**config.mk**
```make
export PLATFORM = sky130hd
export DESIGN_NAME = alu_acc_sequencer
export DESIGN_NICKNAME = d
export VERILOG_FILES = /design/src/rtl/alu_pkg.sv /design/src/rtl/alu_acc_sequencer_sat_counter.sv /design/src/rtl/alu_acc_sequencer.sv
export SDC_FILE = /design/constraint.sdc
export NUM_CORES = 1
export LEC_CHECK = 0
export ABC_AREA = 1
export CORE_UTILIZATION = 25
export CTS_BUF_LIST = sky130_fd_sc_hd__clkbuf_2 sky130_fd_sc_hd__clkbuf_4 sky130_fd_sc_hd__clkbuf_8
export DETAILED_ROUTE_END_ITERATION = 8
export HOLD_SLACK_MARGIN = 0.08
export PLACE_DENSITY = 0.54
export SETUP_SLACK_MARGIN = 0.15
export SYNTH_ARGS = -nofsm -noshare
export SYNTH_HDL_FRONTEND = slang
export SYNTH_SLANG_ARGS = --single-unit
```
**constraint.sdc**
```tcl
create_clock -name clk -period 1.7 [get_ports clk]
set_input_delay 0.17 -clock clk [delete_from_list [all_inputs] [get_ports clk]]
set_output_delay 0.17 -clock clk [all_outputs]
set_load 0.005 [all_outputs]
```
**src/rtl/alu_pkg.sv**
```systemverilog
// Shared codes and defaults for the ALU accumulator sequencer slice.
package alu_pkg;
  localparam int WIDTH_DEF = 4;
  localparam int OPW_DEF   = 3;
  localparam int CNTW_DEF  = 8;
  localparam int CCR_CARRY = 1;
  localparam int CCR_OVF   = 0;

  typedef enum logic [1:0] {
    CMD_LOAD = 2'b00,
    CMD_EXEC = 2'b01,
    CMD_CLRF = 2'b10,
    CMD_NOP  = 2'b11
  } cmd_e;

  typedef enum logic [1:0] {
    S_IDLE  = 2'd0,
    S_ISSUE = 2'd1,
    S_RESP  = 2'd2
  } state_e;
endpackage

```
**src/rtl/alu_acc_sequencer_sat_counter.sv**
```systemverilog
// Enabled up-counter that holds at all-ones instead of wrapping.
module sat_counter #(
  parameter int W = 8
) (
  input  logic         clk,
  input  logic         rst_n,
  input  logic         en,
  output logic [W-1:0] count
);
  logic [W-1:0] count_q, count_d;

  always_comb begin
    count_d = count_q;
    if (en && (count_q != {W{1'b1}})) count_d = count_q + W'(1);
  end

  always_ff @(posedge clk or negedge rst_n) begin
    if (!rst_n) count_q <= '0;
    else        count_q <= count_d;
  end

  assign count = count_q;
endmodule

```
**src/rtl/alu_acc_sequencer.sv**
```systemverilog
// Command sequencer wrapping a combinational ALU into an accumulator machine:
// IDLE accepts, ISSUE holds ALU inputs for one cycle, RESP presents the result.
module alu_acc_sequencer
  import alu_pkg::*;
#(
  parameter int WIDTH = WIDTH_DEF,
  parameter int OPW   = OPW_DEF,
  parameter int CNTW  = CNTW_DEF
) (
  input  logic             clk,
  input  logic             rst_n,
  input  logic             in_valid,
  output logic             in_ready,
  input  logic [1:0]       in_cmd,
  input  logic [OPW-1:0]   in_op,
  input  logic [WIDTH-1:0] in_operand,
  output logic [WIDTH-1:0] alu_n1,
  output logic [WIDTH-1:0] alu_n2,
  output logic [OPW-1:0]   alu_op,
  input  logic [WIDTH-1:0] alu_result,
  input  logic [1:0]       alu_ccr,
  output logic             out_valid,
  input  logic             out_ready,
  output logic [WIDTH-1:0] out_acc,
  output logic [1:0]       out_ccr,
  output logic             out_ovf_sticky,
  output logic [CNTW-1:0]  op_count
);
  state_e           state_q, state_d;
  logic [WIDTH-1:0] acc_q, acc_d, n1_q, n1_d, n2_q, n2_d;
  logic [OPW-1:0]   op_q, op_d;
  logic [1:0]       ccr_q, ccr_d;
  logic             sticky_q, sticky_d;
  logic             in_ready_q, in_ready_d, out_valid_q, out_valid_d;

  always_comb begin
    state_d  = state_q;
    acc_d    = acc_q;
    n1_d     = n1_q;
    n2_d     = n2_q;
    op_d     = op_q;
    ccr_d    = ccr_q;
    sticky_d = sticky_q;
    case (state_q)
      S_IDLE: begin
        // in_ready_q gates acceptance so nothing is taken in the cycle after reset release
        if (in_valid && in_ready_q) begin
          state_d = S_RESP;
          case (in_cmd)
            CMD_LOAD: begin
              acc_d = in_operand;
              n1_d  = in_operand;
            end
            CMD_EXEC: begin
              n1_d    = acc_q;
              n2_d    = in_operand;
              op_d    = in_op;
              state_d = S_ISSUE;
            end
            CMD_CLRF: begin
              ccr_d    = 2'b00;
              sticky_d = 1'b0;
            end
            default: ;
          endcase
        end
      end
      S_ISSUE: begin
        acc_d    = alu_result;
        n1_d     = alu_result;
        ccr_d    = alu_ccr;
        sticky_d = sticky_q | alu_ccr[CCR_OVF];
        state_d  = S_RESP;
      end
      S_RESP: if (out_ready) state_d = S_IDLE;
      default: state_d = S_IDLE;
    endcase
    in_ready_d  = (state_d == S_IDLE);
    out_valid_d = (state_d == S_RESP);
  end

  always_ff @(posedge clk or negedge rst_n) begin
    if (!rst_n) begin
      state_q     <= S_IDLE;
      acc_q       <= '0;
      n1_q        <= '0;
      n2_q        <= '0;
      op_q        <= '0;
      ccr_q       <= '0;
      sticky_q    <= 1'b0;
      in_ready_q  <= 1'b0;
      out_valid_q <= 1'b0;
    end else begin
      state_q     <= state_d;
      acc_q       <= acc_d;
      n1_q        <= n1_d;
      n2_q        <= n2_d;
      op_q        <= op_d;
      ccr_q       <= ccr_d;
      sticky_q    <= sticky_d;
      in_ready_q  <= in_ready_d;
      out_valid_q <= out_valid_d;
    end
  end

  sat_counter #(.W(CNTW)) u_op_cnt (
    .clk   (clk),
    .rst_n (rst_n),
    .en    (state_q == S_ISSUE),
    .count (op_count)
  );

  assign in_ready       = in_ready_q;
  assign out_valid      = out_valid_q;
  assign out_acc        = acc_q;
  assign out_ccr        = ccr_q;
  assign out_ovf_sticky = sticky_q;
  assign alu_n1         = n1_q;
  assign alu_n2         = n2_q;
  assign alu_op         = op_q;
endmodule

```
# Word-level counts from Yosys, hierarchy flattened
# Index checks and enable logic that the tools add are counted.
[classes]
eq_ne = 10
addsub = 1
n_mux = 16
reduce_logical = 10
n_bitwise = 1
[ops]
columns = ["cell", "n"]
rows = [
  ["$pmux W4 S2", 3],
  ["$mux W4", 3],
  ["$reduce_and A3 Y1", 4],
  ["$mux W2", 5],
  ["$add A8 B1 Y8 const B", 1],
  ["$ne A8 B8 Y1 const B", 1],
  ["$eq A2 B2 Y1 const B", 3],
  ["$logic_not A2 Y1", 3],
  ["$pmux W2 S3", 1],
  ["$eq A2 B1 Y1 const B", 2],
  ["$ne A2 B1 Y1 const B", 2],
  ["$pmux W2 S2", 1],
  ["$ne A3 B1 Y1 const B", 1],
  ["$logic_and A1 B1 Y1", 2],
  ["$mux W1", 2],
  ["$ne A2 B2 Y1 const B", 1],
  ["$pmux W1 S2", 1],
  ["$reduce_bool A2 Y1", 1],
  ["$or A1 B1 Y1", 1],
]
[word_totals]
wordCells = 48
output_inout_bits = 28
in_bits = 19
regBits = 30

# Logic depth before layout (Yosys ltp)
# Gate-level depths: netlist of run 1.
[depth]
depth_word = 5
depth_mapped = 8

# By module
# From an unflattened synthesis of run 1, not the netlist that was laid out.
[unflattened]
hier_cells = 195
area_unflattened_um2 = 1560.2
[by_module_without_submodules]
columns = ["module", "instances", "area_per_inst_um2", "cells_per_inst"]
rows = [
  ["alu_acc_sequencer", 1, 1077.3, 132],
  ["sat_counter", 1, 483.0, 63],
]

# Least setup slack after synthesis of run 1
# OpenSTA, ideal clock, no wires.
[synth_path]
path_kind = "register to register"
start = "reg u_op_cnt.count_q[0] (netlist: u_op_cnt.count[0])"
end = "reg u_op_cnt.count_q[5] (netlist: u_op_cnt.count[5])"
arrival_time_ns = 1.169
setup_ns = 0.116
period_less_slack_ns = 1.286
path_stages_with_launch = 9
setup_slack_ns = 0.414
path_cell_list = "dfrtp_1 ha_1 nand2_1 nor2_1 nand2_1 nand2_2 inv_1 nand2_1 nand2_1"
[synth_via]
elab_chain_cells = 2
elab_cells_between_ends = 3
classes_between = "1 x add/sub; 1 x eq/ne; 1 x reduce/logical"
[synth_lines]
columns = ["element", "line_no", "source"]
rows = [
  ["start: declaration", "alu_acc_sequencer_sat_counter.sv:10", "logic [W-1:0] count_q, count_d;"],
  ["start signal: assignment", "alu_acc_sequencer_sat_counter.sv:19", "else count_q <= count_d;"],
  ["parallel branches: the longest is 2 deep, another holds $add A8 B1 Y8", "n/a", ""],
]
# Several ways; the timed one is not identified.
# A chain may end at the register's enable or synchronous reset.

# Worst setup path in the final report of run 1
[layout_path]
start = "reg u_op_cnt.count_q[2] (netlist: u_op_cnt.count[2])"
end = "out op_count[2]"
[layout_lines]
columns = ["element", "line_no", "source"]
rows = [
  ["end: declaration", "alu_acc_sequencer.sv:27", "output logic [CNTW-1:0] op_count"],
]
# No word-level cell between the ends.

==> results of run 1 <==
==> synth_stat cells (2+ instances only) <==
cell      n  area [um2]
nand2_1  85       319.1
dfrtp_1  30       750.7
inv_1    21       78.83
nand3_1  20       100.1
nor2_1    9       33.78
o21ai_0   7       35.03
o21ai_1   4       20.02
inv_2     3       11.26
a21oi_1   2       10.01
buf_6     2       22.52
nand2_2   2       12.51
nor2_4    2       22.52
xnor2_1   2       17.52
==> metrics by stage <==
step | setup WS (ns) | hold WS, ns | power [mW] | utilization
3_3_place_gp | 0.1788 | 0.4624 | 2.390 | 0.3607
6_report | 0.2244 | 0.2814 | 3.317 | 0.3902
4_1_cts | 0.2204 | 0.2875 | 3.328 | 0.3858
5_1_grt | 0.1648 | 0.3239 | 3.577 | 0.3902
3_5_place_dp | 0.1204 | 0.4666 | 2.401 | 0.3607
2_1_floorplan | 0.4141 | -0.1256 | 1.716 | -
==> cells by family after synthesis <==
kind of cell	count (synthesis)
flops	30
fa+ha+maj	1
xor+xnor	2
simple gates	123
compound gates	14
buf+inv	26
==> state kept, by name, indices dropped and copies added (netlist names) <==
signal / flops
u_op_cnt.count: 8
alu_n1: 4
alu_n2: 4
out_acc: 4
alu_op: 3
out_ccr: 2
state_q: 2
in_ready: 1
out_ovf_sticky: 1
out_valid: 1
==> routing by layer <==
| metal | wire length (um) | track usage |
|---|---|---|
| met3 | 247 | 0.04000 |
| met1 | 1825 | 0.1757 |
| met5 | 0 | 0 |
| met4 | 46 | 0.06429 |
| met2 | 1595 | 0.2017 |
==> layout make-up <==
type	count	area, um2
Fill cell	612	3461
Sequential cell	30	753.2
Multi-Input combinational cell	140	655.6
Timing Repair Buffer	49	483.0
Inverter	24	90.09
Tap cell	72	90.09
Clock buffer	6	82.58
Clock inverter	2	60.06
==> how the worst min path moves through the flow <==
stage | start | end | slack, ns | cells past startpoint
2_1_floorplan | rst_n | alu_n1[0] | -0.13 | 0
3_3_place_gp | alu_n1[3] | alu_n1[3] | 0.46 | 2
3_5_place_dp | alu_n1[3] | alu_n1[3] | 0.47 | 2
4_1_cts | rst_n | out_acc[0] | 0.29 | 2
5_1_grt | rst_n | state_q[1] | 0.32 | 2
6_report | rst_n | out_valid | 0.28 | 2
==> report_power, final <==
group	total, mW	internal, mW	switching [mW]
Combinational	1.23	0.687	0.539
Clock	0.898	0.625	0.273
Sequential	1.19	0.980	0.212
==> what timing repair did <==
item                                    4_1_cts  5_1_grt
resized for setup                             0        4
endpoints found under the setup margin        0        4
buffers inserted                              0        2
hold buffers                                  0        0
==> impl_metrics.ini, run 1 <==
[outcome]
status = complete, no violations

[timing]
clock_skew_ns = 0.01052
fin_crit_sh = 0.8680
hold_violations = 0
rsz0062_at_grt = no
layout_min_cycle_time_ns = 1.476
fmax_ghz = 0.6777
fin_tns_setup_ns = 0
max_slew.worst_pin.slew_ns = 0.3890
setup_viol = 0
maxSlewHeadroom = 0.7407
slew_viol_final = 0

[place]
dpl_cell_area_um2 = 2047
placed_cells = 313
place_hpwl_um = 2746
io_buffers = 46
routabilityCongestion = 0.8228

[logic_synthesis]
netlist_instances = 196
synth-simple-area-share = 0.3601
synth_cell_type_count = 20
synth_top_family_by_area = simple AND/OR/NAND/NOR gates
syn_area_um2 = 1511
avgSynthCellArea_um2 = 7.711
synth_flop_cell = dfrtp_1
ys_warn_count = 0
async_reset_ff_frac = 1.000
ys_seq_elements = 30
synth-xor-area-share = 0.01159
synth_compound_area_frac = 0.04884
yosysSeqAreaShare = 0.4967
synth_edf_count = 0
synthAdderAreaFrac = 0.008278
muxShareOfSynthArea = 0
synth_nets = 216

[critical_path]
r2r_cells = 8
crit_chain = clkdlybuf4s50_1
start_kind = register
reg2reg_from = u_op_cnt.count[0]
end_kind = primary output
cp.depth = 1
critical_path_required_ns = 1.53
max_stage_delay_ns = 0.55
reg2reg_slack_ns = 0.35
reg2reg_to = u_op_cnt.count[0]
cp_num_buf_inv = 1
crit_fanout = 7
setup.worst_path.class = reg2out
startpoint = u_op_cnt.count[2]
cp_data_arrival_time_ns = 1.31
endpoint = op_count[2]
crit_slowest_cell = clkdlybuf4s50_1
crit_family = buffers and inverters

[clocking]
cts_buffers = 5
clk_latency_ns = 0.29
cts-htree-levels = 2
cts-root-buf = clkbuf_8
cts_tree = built
cts.path.max_buffers = 2
path_clk_slew_ns = 0.07
numClockSinks = 30

[drt]
ant_nets = 0
drt_iter0_drc = 110
routed_wl_um = 3714
via_per_inst = 4.245
routedWlPerCell_um = 11.50
vias = 1371
drcViolationCount = 0
dr.pass1.iters = 4

[grt]
grt_max_degree = 31
grt_pass1_wl_um = 6299
grt_pass1_vias = 1337
antenna_found_initial = 0
grt-ovfl-total = 0
grt_use_total = 0.1344

[pwr]
ir_drop_uv = 449.9
power_density_nw_per_um2 = 1498
total_leakage_power_nw = 1.076

[finish]
num-nets-final = 270
diodes = 0
final_common_cell = nand2_1
design_area_um2 = 2215
final_cell_mix = 85 x nand2_1, 46 x clkdlybuf4s50_1, 28 x dfrtp_1
stdcell_count = 323
area_delta_synth_final_pct = 46.52
layout-drive-gt1-share = 0.09960

[run]
timing.max_cap.violations = 0

[die]
fp.dieH_um = 79.76
num_rows = 27
core_area_um2 = 5675
initial_core_util = 0.2663
die_w_um = 79.76
die_area_um2 = 6361
ios = 47

[hold_path]
min_path_type = in2async
(Power assumes the default switching activity.)
==> inputs of run 2 (changes only) <==
--- a/config.mk
+++ b/config.mk
@@ -9,8 +9,10 @@
 export CORE_UTILIZATION = 25
 export CTS_BUF_LIST = sky130_fd_sc_hd__clkbuf_2 sky130_fd_sc_hd__clkbuf_4 sky130_fd_sc_hd__clkbuf_8
 export DETAILED_ROUTE_END_ITERATION = 8
+export DONT_BUFFER_PORTS = 1
 export HOLD_SLACK_MARGIN = 0.08
-export PLACE_DENSITY = 0.54
+export MAX_ROUTING_LAYER = met4
+export PLACE_DENSITY = 0.44
 export SETUP_SLACK_MARGIN = 0.15
 export SYNTH_ARGS = -nofsm -noshare
 export SYNTH_HDL_FRONTEND = slang
==> run 2 against run 1 <==
Die area stayed put. Critical path type is now reg2reg. Largest cell class unchanged. Clock-buffer cell count is 1 higher. Power is 25% lower. Wire length is 0.86% higher. Worst hold slack worse by 0.18 ns. Non-clock buffer count is 41 lower. Cell area is 20% lower. Register-to-register slack worse by 0.04 ns.
==> impl_metrics.ini, run 2 (same netlist as run 1, synthesis figures left out) <==
[drt]
routed_wl_um = 3746
ant_nets = 0
drt_iter0_drc = 44
dr.pass1.iters = 4
via_per_inst = 4.376
routedWlPerCell_um = 13.28
drcViolationCount = 0
vias = 1234

[critical_path]
start_kind = register
crit_family = simple AND/OR/NAND/NOR gates
crit_chain = ha_2 > nand2_1 > nor2_1 > nand2_1 > nand2_2 > inv_1 > nand2_1 > nand2_1
cp_num_buf_inv = 1
cp_data_arrival_time_ns = 1.56
end_kind = register
critical_path_required_ns = 1.87
max_stage_delay_ns = 0.43
cp_common_cell = nand2_1
crit_slowest_cell = dfrtp_2
crit_fanout = 7
setup.worst_path.class = reg2reg

[finish]
regArea_um2 = 753.2
design_area_um2 = 1767
multi_input_area_um2 = 650.6
final_cell_mix = 85 x nand2_1, 28 x dfrtp_1, 21 x inv_1
num-nets-final = 229
layout-drive-gt1-share = 0.1143
fill_cells = 639
largest_register_ffs = 8
area_delta_synth_final_pct = 16.89
diodes = 0
final_common_cell = nand2_1

[timing]
hold_ws_ns = 0.1013
slew_viol_final = 0
layout_min_cycle_time_ns = 1.388
max_slew.worst_pin.slew_ns = 0.3346
hold_violations = 0
clock_skew_ns = 0.008926
maxSlewHeadroom = 0.7764
rsz0062_at_grt = no
setup_viol = 0
fin_crit_sh = 0.8166
fin_tns_setup_ns = 0
fmax_ghz = 0.7203

[die]
die_w_um = 79.76
num_rows = 27
fp.dieH_um = 79.76
core_area_um2 = 5675
initial_core_util = 0.2663
ios = 47
die_area_um2 = 6361

[place]
routabilityCongestion = 0.7455
dpl_cell_area_um2 = 1587
place_hpwl_um = 2702
io_buffers = 0

[pwr]
total_leakage_power_nw = 0.9077
power_density_nw_per_um2 = 1416
ir_drop_uv = 441.8

[clocking]
cts_buffers = 5
path_clk_slew_ns = 0.06
numClockSinks = 30
cts-root-buf = clkbuf_8
cts_tree = built
clk_latency_ns = 0.28
cts-htree-levels = 2
cts.path.max_buffers = 2
post_cts.repair.setup_buffers = 0

[grt]
grt_max_degree = 31
grt_use_total = 0.1350
grt-ovfl-total = 0
antenna_found_initial = 0
grt_pass1_wl_um = 6154
grt_pass1_vias = 1224

[hold_path]
min_path_type = in2reg

[run]
timing.max_cap.violations = 0

[outcome]
status = complete, no violations
-- run 2: final timing paths --
| path | start | endpoint | slack [ns] | depth (start not counted) |
|---|---|---|---|---|
| max in group asynchronous | rst_n | u_op_cnt.count[0] | 1.18 | 2 |
| min in group asynchronous | rst_n | state_q[0] | 0.33 | 2 |
| worst max-delay path | u_op_cnt.count[0] | u_op_cnt.count[5] | 0.31 | 8 |
| worst max register to register | u_op_cnt.count[0] | u_op_cnt.count[5] | 0.31 | 8 |
| worst min-delay path | in_operand[3] | alu_n2[3] | 0.10 | 2 |
| worst min register to register | out_ccr[1] | out_ccr[1] | 0.51 | 2 |
-- run 2: where the power goes --
part | internal (mW) | total (mW) | leakage, nW | switching, mW
combinational | 0.243 | 0.640 | 0.474 | 0.397
sequential | 0.982 | 1.25 | 0.382 | 0.272
clock | 0.342 | 0.607 | 0.0517 | 0.265
total | 1.57 | 2.50 | 0.908 | 0.934
-- run 2: area by class of cell --
type / instances / area share
inverters: 24 / 0.05099
clock inverters: 1 / 0.002833
well taps: 72 / 0.05099
clock buffers: 7 / 0.05099
multi-input cells: 140 / 0.3683
flip-flops and latches: 30 / 0.4263
repair buffers: 8 / 0.04958
-- run 2: worst register-to-register path: stages (launching register included) --
cell     delay (ns)
dfrtp_2        0.43
ha_2           0.22
nand2_1        0.07
nor2_1         0.10
nand2_1        0.10
nand2_2        0.14
inv_1          0.11
nand2_1        0.08
nand2_1        0.04
-- run 2: repair_timing --
item,4_1_cts,5_1_grt
hold endpoints to repair,35,0
hold buffers,7,0
gates resized for setup,0,3
endpoints found under the setup margin,0,4
-- run 2: stage by stage --
step / setup slack [ns] / std cells / total power [mW] / util
after global routing: 0.1702 / 282 / 2.754 / 0.3113
after global placement: 0.2801 / 267 / 1.875 / 0.2795
final: 0.3117 / 282 / 2.501 / 0.3113
after detailed placement: 0.2401 / 267 / 1.883 / 0.2795
after CTS: 0.2299 / 282 / 2.553 / 0.3104
after floorplan: 0.4141 / 196 / 1.716 / -
-- run 2: layer usage --
layer	global-route usage	part of all wire	up-vias
li1	-	-	631
met1	0.1709	0.50	566
met2	0.1915	0.43	35
met4	0.05893	0.011	0
met5	-	0	-
met3	0.05029	0.059	2
==> inputs of run 3 (changes only) <==
==> constraint.sdc (replaced) <==
create_clock -name clk -period 1.5 [get_ports clk]
set_input_delay 0.15 -clock clk [delete_from_list [all_inputs] [get_ports clk]]
set_output_delay 0.15 -clock clk [all_outputs]
set_load 0.005 [all_outputs]
==> run 3 against run 2 <==
Clock skew decreased by 0.0036 ns. Wire length grew 0.53%. Maximum frequency increased by 11%. Critical path type unchanged. Highest routed layer unchanged. Largest power group unchanged. Sequential cell count unchanged. Cell area up 4.7%. Clock power decreased by 1%. Largest cell class unchanged.
==> impl_metrics.ini, run 3 (same netlist as run 1, synthesis figures left out) <==
[drt]
ant_nets = 0
via_per_inst = 4.349
dr.pass1.iters = 4
routed_wl_um = 3766
routedWlPerCell_um = 12.90
drcViolationCount = 0
vias = 1270
drt_iter0_drc = 74

[grt]
grtUsageMet2 = 0.1966
top_usage_layer = met2
grt_pass1_vias = 1273
grt_use_total = 0.1394
grt_pass1_wl_um = 6437
grt_use_met3 = 0.05714
grt_max_degree = 31
antenna_found_initial = 0
grt_use_met1 = 0.1772
grt-ovfl-total = 0

[critical_path]
r2r_cells = 6
start_kind = register
critical_path_required_ns = 1.67
crit_fanout = 6
setup.worst_path.class = reg2reg
reg2reg_to = u_op_cnt.count[6]
end_kind = register
startpoint = state_q[0]
reg2reg_from = state_q[0]
crit_chain = inv_2 > nor2_4 > buf_4 > nand4_1 > o21ai_0 > inv_1
crit_slowest_cell = dfrtp_1
reg2reg_slack_ns = 0.24
max_stage_delay_ns = 0.43
cp_data_arrival_time_ns = 1.42

[timing]
clock_skew_ns = 0.005312
max_slew.worst_pin.slew_ns = 0.2970
fin_tns_setup_ns = 0
fin_crit_sh = 0.8370
maxSlewHeadroom = 0.8018
fmax_ghz = 0.7965
layout_min_cycle_time_ns = 1.256
slew_viol_final = 0
hold_violations = 0
setup_viol = 0
hold_ws_ns = 0.09616
rsz0062_at_grt = no

[place]
routabilityCongestion = 0.7585
io_buffers = 0
place_hpwl_um = 2823

[pwr]
total_leakage_power_nw = 0.9558
power_density_nw_per_um2 = 1527
ir_drop_uv = 485.8

[die]
die_w_um = 79.76
fp.dieH_um = 79.76
initial_core_util = 0.2663
die_area_um2 = 6361
num_rows = 27
ios = 47
core_area_um2 = 5675

[clocking]
clk_latency_ns = 0.27
numClockSinks = 30
cts.path.max_buffers = 2
path_clk_slew_ns = 0.06
cts_buffers = 5
cts-root-buf = clkbuf_8
cts_tree = built
cts-htree-levels = 2

[run]
timing.max_cap.violations = 0

[finish]
diodes = 0
final_cell_mix = 84 x nand2_1, 29 x dfrtp_1, 20 x inv_1, 20 x nand3_1, 10 x buf_4
largest_register_ffs = 8
layout-drive-gt1-share = 0.1591
num-nets-final = 240
final_common_cell = nand2_1
area_delta_synth_final_pct = 22.35

[hold_path]
holdPathStages = 2
min_from = in_operand[2]
min_path_type = in2reg
hold_path_end = alu_n2[2]

[outcome]
status = complete, no violations
==> run 3: changes by cell type in the layout (fill, tap and decap cells not counted) <==
cell and delta:
buf_4 +9, clkbuf_4 -1, clkbuf_8 -1, clkinv_2 +1, dfrtp_1 +1, dfrtp_2 -1, dlygate4sd3_1 +2, inv_1 -1
inv_2 +1, nand2_1 -1, nand2_4 +1, nor2_1 -2, nor2_2 +2
==> run 3: cell type report <==
class,instances,area [um2]
Fill cell,620,3826
Sequential cell,30,752.0
Multi-Input combinational cell,140,663.1
Timing Repair Buffer,19,175.2
Inverter,24,90.09
Tap cell,72,90.09
Clock buffer,5,68.82
Clock inverter,2,10.01
==> run 3: metal layers <==
| layer | vias up | part of all wire | wire [um] |
|---|---|---|---|
| li1 | 655 | - | - |
| met4 | 0 | 0.012 | 46 |
| met5 | - | 0 | 0 |
| met3 | 5 | 0.069 | 259 |
| met1 | 580 | 0.48 | 1814 |
| met2 | 30 | 0.44 | 1645 |
==> run 3: stage by stage <==
stage | worst slack (ns) | utilization | power, mW | cell area (um2) | instances
after floorplan | 0.2141 | - | 1.945 | 1511 | 196
after global placement | 0.1727 | 0.2875 | 2.195 | 1632 | 273
after detailed placement | 0.1709 | 0.2875 | 2.199 | 1632 | 273
after CTS | 0.1602 | 0.3190 | 2.863 | 1810 | 289
after global routing | 0.1519 | 0.3258 | 3.101 | 1849 | 292
final | 0.2445 | 0.3258 | 2.824 | 1849 | 292
==> run 3: critical path, delay by kind of cell (launching register included) <==
family | cells | cell delay [ns]
compound gates | 1 | 0.11
buf+inv | 3 | 0.33
flops | 1 | 0.43
simple gates | 2 | 0.29
==> run 3: worst max path at each step <==
stage	cells after the start	to	slack, ns
after floorplan	8	u_op_cnt.count[5]	0.21
after CTS	5	alu_op[1]	0.16
after global routing	8	u_op_cnt.count[5]	0.15
after global placement	5	alu_op[1]	0.17
after detailed placement	5	alu_op[1]	0.17
final	6	u_op_cnt.count[6]	0.24
==> run 3: timing repair <==
item,CTS,global route
hold buffers,9,0
hold endpoints to repair,37,0
resized for setup,0,7
setup buffers,0,3
setup endpoints to repair,0,15
==> run 3: power by group <==
group	total (mW)	internal, mW	switching [mW]	leakage (nW)
sequential	1.38	1.11	0.270	0.384
combinational	0.843	0.332	0.511	0.528
clock	0.599	0.310	0.289	0.0438
total	2.82	1.75	1.07	0.956
